<file path="src/rtl/data_mem_port_if.sv">
// Request/response bus between the RV32I core and the data memory port.
// Latency: none, wires only; the port decides when a request is accepted.
// Backpressure: req_ready gates requests; the response pulse cannot be stalled.
interface data_mem_port_if;
    logic        req_valid;
    logic        req_ready;
    logic        req_write;
    logic [2:0]  req_funct3;
    logic [31:0] req_addr;
    logic [31:0] req_wdata;
    logic        rsp_valid;
    logic [31:0] rsp_rdata;
    logic        rsp_error;

    // Core side: issues requests, consumes responses.
    modport master (
        output req_valid, req_write, req_funct3, req_addr, req_wdata,
        input  req_ready, rsp_valid, rsp_rdata, rsp_error
    );

    // Memory port side: accepts requests, produces responses.
    modport slave (
        input  req_valid, req_write, req_funct3, req_addr, req_wdata,
        output req_ready, rsp_valid, rsp_rdata, rsp_error
    );
endinterface

</file>
<file path="src/rtl/data_mem_port.sv">
// Load/store formatter between the RV32I core and a word-addressed BRAM (optional MISALIGN_TRAP_EN traps misaligned H/W).
// Latency: store rsp 2 cycles after accept, load 3, illegal/misaligned 1; one-cycle rsp_valid pulse.
// Backpressure: req_ready only in IDLE, so one request in flight; response has no backpressure.
module data_mem_port #(
    parameter int MEM_ADDR_BITS = 14
) (
    input  logic                     clock_i,
    input  logic                     reset_i,
    data_mem_port_if.slave           bus,
    output logic [MEM_ADDR_BITS-1:0] mem_addr_o,
    output logic [31:0]              mem_wdata_o,
    output logic [3:0]               mem_wmask_o,
    output logic                     mem_rstrb_o,
    input  logic [31:0]              mem_rdata_i
);

    localparam int AW = MEM_ADDR_BITS + 2;

    localparam logic [2:0] ST_IDLE  = 3'd0;
    localparam logic [2:0] ST_WRITE = 3'd1;
    localparam logic [2:0] ST_READ  = 3'd2;
    localparam logic [2:0] ST_WAIT  = 3'd3;
    localparam logic [2:0] ST_DONE  = 3'd4;

    logic [2:0]    state_q,  state_d;
    logic [AW-1:0] addr_q,   addr_d;
    logic [2:0]    funct3_q, funct3_d;
    logic [31:0]   wdata_q,  wdata_d;
    logic [31:0]   rdata_q,  rdata_d;
    logic          error_q,  error_d;

    logic          req_illegal;
    logic          req_misalign;
    logic [31:0]   load_data;
    logic [7:0]    load_byte;
    logic [15:0]   load_half;

    // Address bits above the BRAM span are dropped so accesses wrap.
    logic unused_addr_hi;
    assign unused_addr_hi = |bus.req_addr[31:AW];

    // Classify the incoming request: unsupported funct3 encodings and, optionally, misalignment.
    always_comb begin
        req_illegal  = 1'b0;
        req_misalign = 1'b0;
        if (bus.req_write) begin
            req_illegal = !(bus.req_funct3 == 3'b000 || bus.req_funct3 == 3'b001 ||
                            bus.req_funct3 == 3'b010);
        end else begin
            req_illegal = (bus.req_funct3 == 3'b011 || bus.req_funct3 == 3'b110 ||
                           bus.req_funct3 == 3'b111);
        end
`ifdef MISALIGN_TRAP_EN
        if (bus.req_funct3[1:0] == 2'b01) begin
            req_misalign = bus.req_addr[0];
        end else if (bus.req_funct3[1:0] == 2'b10) begin
            req_misalign = (bus.req_addr[1:0] != 2'b00);
        end
`endif
    end

    // Pick the addressed lane from the BRAM word and extend it to 32 bits.
    // Halfwords look only at addr[1] and words ignore addr[1:0], which is what
    // forces misaligned accesses onto an aligned lane when they are not trapped.
    always_comb begin
        load_byte = mem_rdata_i[{addr_q[1:0], 3'b000} +: 8];
        load_half = addr_q[1] ? mem_rdata_i[31:16] : mem_rdata_i[15:0];
        case (funct3_q)
            3'b000:  load_data = {{24{load_byte[7]}}, load_byte};
            3'b100:  load_data = {24'd0, load_byte};
            3'b001:  load_data = {{16{load_half[15]}}, load_half};
            3'b101:  load_data = {16'd0, load_half};
            default: load_data = mem_rdata_i;
        endcase
    end

    // Next-state logic for the request sequencer and response registers.
    always_comb begin
        state_d  = state_q;
        addr_d   = addr_q;
        funct3_d = funct3_q;
        wdata_d  = wdata_q;
        rdata_d  = rdata_q;
        error_d  = error_q;
        case (state_q)
            ST_IDLE: begin
                if (bus.req_valid) begin
                    addr_d   = bus.req_addr[AW-1:0];
                    funct3_d = bus.req_funct3;
                    wdata_d  = bus.req_wdata;
                    rdata_d  = 32'd0;
                    error_d  = 1'b0;
                    if (req_illegal || req_misalign) begin
                        error_d = 1'b1;
                        state_d = ST_DONE;
                    end else if (bus.req_write) begin
                        state_d = ST_WRITE;
                    end else begin
                        state_d = ST_READ;
                    end
                end
            end
            ST_WRITE: state_d = ST_DONE;
            ST_READ:  state_d = ST_WAIT;
            ST_WAIT: begin
                rdata_d = load_data;
                state_d = ST_DONE;
            end
            ST_DONE:  state_d = ST_IDLE;
            default:  state_d = ST_IDLE;
        endcase
    end

    // State and response registers; synchronous active-low reset clears everything.
    always_ff @(posedge clock_i) begin
        if (!reset_i) begin
            state_q  <= ST_IDLE;
            addr_q   <= '0;
            funct3_q <= 3'd0;
            wdata_q  <= 32'd0;
            rdata_q  <= 32'd0;
            error_q  <= 1'b0;
        end else begin
            state_q  <= state_d;
            addr_q   <= addr_d;
            funct3_q <= funct3_d;
            wdata_q  <= wdata_d;
            rdata_q  <= rdata_d;
            error_q  <= error_d;
        end
    end

    // Replicate store data across lanes; the byte mask selects what lands.
    always_comb begin
        case (funct3_q[1:0])
            2'b00:   mem_wdata_o = {4{wdata_q[7:0]}};
            2'b01:   mem_wdata_o = {2{wdata_q[15:0]}};
            default: mem_wdata_o = wdata_q;
        endcase
    end

    // Memory strobes; gated by reset so an aborted store never reaches the BRAM.
    always_comb begin
        mem_wmask_o = 4'b0000;
        mem_rstrb_o = 1'b0;
        if (reset_i && state_q == ST_WRITE) begin
            case (funct3_q[1:0])
                2'b00:   mem_wmask_o = 4'b0001 << addr_q[1:0];
                2'b01:   mem_wmask_o = addr_q[1] ? 4'b1100 : 4'b0011;
                default: mem_wmask_o = 4'b1111;
            endcase
        end
        if (reset_i && state_q == ST_READ) begin
            mem_rstrb_o = 1'b1;
        end
    end

    assign mem_addr_o    = addr_q[AW-1:2];
    assign bus.req_ready = (state_q == ST_IDLE);
    assign bus.rsp_valid = (state_q == ST_DONE);
    assign bus.rsp_rdata = rdata_q;
    assign bus.rsp_error = error_q;

endmodule
</file>
<file path="src/flat_wrapper.sv">
// flat-port wrapper written by rule: the top's interface ports become plain ports
module data_mem_port_flat 
#(
    parameter int MEM_ADDR_BITS = 14
)
  (clock_i, reset_i, mem_addr_o, mem_wdata_o, mem_wmask_o, mem_rstrb_o, mem_rdata_i, bus_req_valid, bus_req_write, bus_req_funct3, bus_req_addr, bus_req_wdata, bus_req_ready, bus_rsp_valid, bus_rsp_rdata, bus_rsp_error);
  data_mem_port_if bus_i ();
  input  logic clock_i;
  input  logic reset_i;
  output logic [MEM_ADDR_BITS-1:0] mem_addr_o;
  output logic [31:0] mem_wdata_o;
  output logic [3:0] mem_wmask_o;
  output logic mem_rstrb_o;
  input  logic [31:0] mem_rdata_i;
  input wire logic [$bits(bus_i.req_valid)-1:0] bus_req_valid;
  input wire logic [$bits(bus_i.req_write)-1:0] bus_req_write;
  input wire logic [$bits(bus_i.req_funct3)-1:0] bus_req_funct3;
  input wire logic [$bits(bus_i.req_addr)-1:0] bus_req_addr;
  input wire logic [$bits(bus_i.req_wdata)-1:0] bus_req_wdata;
  output wire logic [$bits(bus_i.req_ready)-1:0] bus_req_ready;
  output wire logic [$bits(bus_i.rsp_valid)-1:0] bus_rsp_valid;
  output wire logic [$bits(bus_i.rsp_rdata)-1:0] bus_rsp_rdata;
  output wire logic [$bits(bus_i.rsp_error)-1:0] bus_rsp_error;
  assign bus_i.req_valid = bus_req_valid;
  assign bus_i.req_write = bus_req_write;
  assign bus_i.req_funct3 = bus_req_funct3;
  assign bus_i.req_addr = bus_req_addr;
  assign bus_i.req_wdata = bus_req_wdata;
  assign bus_req_ready = bus_i.req_ready;
  assign bus_rsp_valid = bus_i.rsp_valid;
  assign bus_rsp_rdata = bus_i.rsp_rdata;
  assign bus_rsp_error = bus_i.rsp_error;
  data_mem_port #(.MEM_ADDR_BITS(MEM_ADDR_BITS)) u_core (.clock_i(clock_i), .reset_i(reset_i), .bus(bus_i), .mem_addr_o(mem_addr_o), .mem_wdata_o(mem_wdata_o), .mem_wmask_o(mem_wmask_o), .mem_rstrb_o(mem_rstrb_o), .mem_rdata_i(mem_rdata_i));
endmodule
</file>
<file path="config.mk">
export PLATFORM = sky130hd
export DESIGN_NAME = data_mem_port_flat
export DESIGN_NICKNAME = d
export VERILOG_FILES = /design/src/rtl/data_mem_port_if.sv /design/src/rtl/data_mem_port.sv /design/src/flat_wrapper.sv
export SDC_FILE = /design/constraint.sdc
export NUM_CORES = 1
export LEC_CHECK = 0
export CORE_AREA = 4 4 112 114
export CTS_CLUSTER_DIAMETER = 100
export DETAILED_ROUTE_END_ITERATION = 10
export DIE_AREA = 0 0 116 118
export PLACE_DENSITY = 0.75
export SLEW_MARGIN = 40
export SYNTH_ARGS = -nofsm -noshare
export SYNTH_HDL_FRONTEND = slang
export SYNTH_SLANG_ARGS = --single-unit
</file>
<file path="constraint.sdc">
create_clock -name clock_i -period 1.6 [get_ports clock_i]
set_clock_uncertainty 0.1 [all_clocks]
set_input_delay 0.4 -clock clock_i [delete_from_list [all_inputs] [get_ports clock_i]]
set_output_delay 0.4 -clock clock_i [all_outputs]
set_load 0.01 [all_outputs]
</file>
==> summary.md <==
| Metric | Value |
|---|---|
| Status | `finished with violations` |
| Failing checks | `negative setup slack` |
| H-tree levels | `3` |
| Multiplexer share of the synthesized area | `9.67%` |
| DRT antenna net count | `0` |
| Maxcap violations | `0` |
| Die area | `13700 µm²` |
| Crit path launch type | `register` |
| Post-synth top area cell | `dfxtp_1` |
| Area delta synth->final | `75.3%` |
| Minimum clock period after layout | `1.99 ns` |
| Mapped Avg Cell Area | `8.74 µm²` |
| Worst Hold Class | `reg2reg` |
| Starting Density | `37.5%` |
| Largest family of logic cells by synthesized area | `compound AO/OA/AOI/OAI gates` |
| Die width | `116 µm` |
| Cell Int Power | `4.72 mW` |
| Core area | `11400 µm²` |
| Seq pwr share | `36.4%` |
| Met2 WL | `7.95 mm` |
| CP startpoint | `u_core.state_q[2]` |
| Leakage | `3.24 nW` |
| # diodes | `0` |
| Cell count after synthesis | `490` |
| Final setup margin | `-0.392 ns` |
| Post-Synth Adder-Cell Area | `0%` |
| Power density over the cells | `865 nW/µm²` |
| Largest buffer count on any clock path | `2` |
| Yosys top cell area share | `40.7%` |
| Final hold vios | `0` |
| Routability Congestion | `0.857` |
| WL per Instance | `18.0 µm` |
| Fraction of layout cells with a size suffix above 1 | `31.0%` |
| Synth cell types | `43` |
| GRT Util Overall | `21.6%` |
| Post-Syn Area | `4280 µm²` |
| Cell depth of the worst flop-to-flop path | `5` |
| Residual DRC count | `0` |
| Fin. max-slew vios | `0` |
| Hold_sp | `u_core.addr_q[12]` |
| Placed inst area | `6330 µm²` |
| Final HPWL DP | `9.96 mm` |
| Vias | `4483` |
| DR pass1 iterations | `4` |
| Post-Synth Simple-Gate Area | `17.8%` |
| Final instance area | `7510 µm²` |
| CP max stage delay | `0.34 ns` |
| Total gr overflow | `0` |
| Synth Net Count | `593` |
| Seq/Total Area, Yosys | `40.7%` |
| Synth Area in Compound Gates | `23.0%` |
| Number of antenna violations at the first check in global routing | `0` |
| FFs w/ async S/R, synth | `0%` |
| CP endpoint kind | `primary output` |
| Worst slew margin | `69.3%` |
| Reg2reg end | `u_core.bus.rsp_rdata[27]` |
| Largest net degree at the start of global routing | `57` |
| CTS root buf | `clkbuf_16` |
| RSZ-0062 raised after global routing | `true` |
| Synth Flop Type | `dfxtp_1` |
| WL met1 | `6.10 mm` |
| Xor-xnor portion of the synthesized cell area | `0%` |
| Clk sink count | `87` |
| Worst Max-Slew Pin Slew | `0.459 ns` |
| Uppermost layer routed | `met4` |
| Crit path cell chain | `nor2b_4 -> nand3b_1 -> or2_4 -> a21oi_4 -> buf_6` |
| Sw power | `1.77 mW` |
| Worst-Skew Late Latency | `0.33 ns` |
| Total power | `6.49 mW` |
| Iter 0 DRT Violations | `337` |
| Post-synth EDFFs | `0` |
| Sw Ratio | `27.3%` |
| Critical Path RT | `1.10 ns` |
| Dpl cells | `803` |
| Number of global-route vias before repair | `4560` |
| Vias per std cell | `5.23` |
| Worst EP arrival | `1.49 ns` |
| Hold-fix buffers at CTS | `0` |
| Worst Path Max Fanout | `2` |
| Gate power share | `28.2%` |
| Routed wire length | `15.4 mm` |
| Ys Warns | `0` |
| Tcrit/Tclk final | `124%` |
| Hold Path Stages | `2` |
| Top-count cell post-synth | `nand2_1` |
| IO Pins | `189` |
| RR Startpoint | `u_core.addr_q[1]` |
| TritonCTS clock tree | `built` |
| Max VDD drop | `565 µV` |
| FP Rows | `39` |
| R2R Setup Slk | `-0.23 ns` |
| Clock-pin slew on the worst setup and hold paths | `0.06 ns` |
| Met3 WL | `1.14 mm` |
| Area contributors post-synth | `dfxtp_1 41%, nand2_1 10%, a21boi_0 6.7%` |
| Clock share of power | `35.5%` |
| Hold endpoint | `u_core.addr_q[12]` |
| Layout Nets | `812` |
| Die extent in y | `118 µm` |
| Commonest cells post-synth | `118 x nand2_1, 87 x dfxtp_1, 38 x a21boi_0` |
| Post-Layout Cell Count | `857` |
| Worst setup path class | `reg2out` |
| Yosys reg bits | `87` |
| # setup viols final | `112` |
| CTS Buf Count | `9` |
| I/O Buffers | `172` |
| Maximum operating frequency | `502 MHz` |
| First-pass GRT wire length | `23.6 mm` |
| Slowest CP cell | `dfxtp_2` |
## metrics by stage
step	setup TNS (ns)	utilization, %	setup WS [ns]	hold WS, ns
after CTS	-18.13	64.3	-0.387	0.352
final	-15.21	65.8	-0.392	0.350
after global routing	-22.88	65.8	-0.422	0.371
after detailed placement	-53.24	55.5	-0.687	0.342
after global placement	-51.38	55.4	-0.677	0.338
after floorplan	-0.0609	-	-0.0201	0.332
## cells in the final DEF (no fill, tap or decap), drive strengths merged, types with 12 or more instances in the layout
| cell | synthesis | layout |
|---|---|---|
| a21boi | 52 | 52 |
| a221o | 16 | 16 |
| buf | 44 | 126 |
| clkbuf | 17 | 12 |
| clkdlybuf4s50 | 0 | 84 |
| dfxtp | 87 | 87 |
| dlygate4sd2 | 0 | 50 |
| mux2 | 18 | 18 |
| mux2i | 14 | 14 |
| nand2 | 118 | 118 |
| o21ai | 26 | 26 |
| o2bb2ai | 13 | 13 |
## what timing repair did
item	4_1_cts	5_1_grt
gates cloned	9	1
endpoints found under the setup margin	170	120
pin swaps	10	12
buffers inserted	23	8
gates resized for setup	323	49
endpoints found under the hold margin	0	0
## per-layer routing
metal  vias up  global-route usage (%)
li1       2146                       -
met3        21                    4.99
met2       185                    38.3
met4         0                    5.29
met1      2131                    25.9
met5         -                       0
## kinds of logic (layout without fill, tap and decap cells)
kind of cell,count (synthesis),in the layout
AOI/OAI and AO/OA,136,136
DFF,87,87
and+or+nand+nor,168,168
buffers and inverters,64,288
muxes,35,35
## final cells by class
class | instances | area (µm²)
repair buffers | 269 | 2770
clock buffers | 9 | 225
well taps | 143 | 179
flip-flops and latches | 87 | 1770
fillers | 885 | 3910
clock inverters | 7 | 103
inverters | 3 | 11.3
multi-input cells | 339 | 2450
## worst max-delay path, delay by kind of cell, from the launching register on
| kind | cells | cell delay (ns) |
|---|---|---|
| AND/OR/NAND/NOR | 3 | 0.56 |
| AO/OA/AOI/OAI | 1 | 0.14 |
| buffers and inverters | 1 | 0.12 |
| flip-flops | 1 | 0.34 |
## power groups by stage
stage	logic [mW]	registers (mW)	clock network (mW)
finish	1.83	2.36	2.30
global route	1.95	2.38	2.44
CTS	1.76	2.36	2.35
detailed placement	1.35	2.40	0
global placement	1.33	2.39	0
floorplan	0.683	2.38	0
## how the worst max path moves through the flow
stage / to / depth (start not counted)
3_5_place_dp: mem_wmask_o[3] / 6
2_1_floorplan: mem_wmask_o[2] / 5
3_3_place_gp: mem_wmask_o[3] / 6
5_1_grt: mem_wmask_o[3] / 5
4_1_cts: mem_wmask_o[3] / 5
6_report: mem_wmask_o[3] / 5
## flip-flops by register name, summed over array words and instances, names as in the netlist
name	count
u_core.state_q	3
u_core.bus.rsp_rdata	32
u_core.funct3_q	3
u_core.wdata_q	32
u_core.addr_q	16
u_core.bus.rsp_error	1
Power figures use the tool's default switching activity.
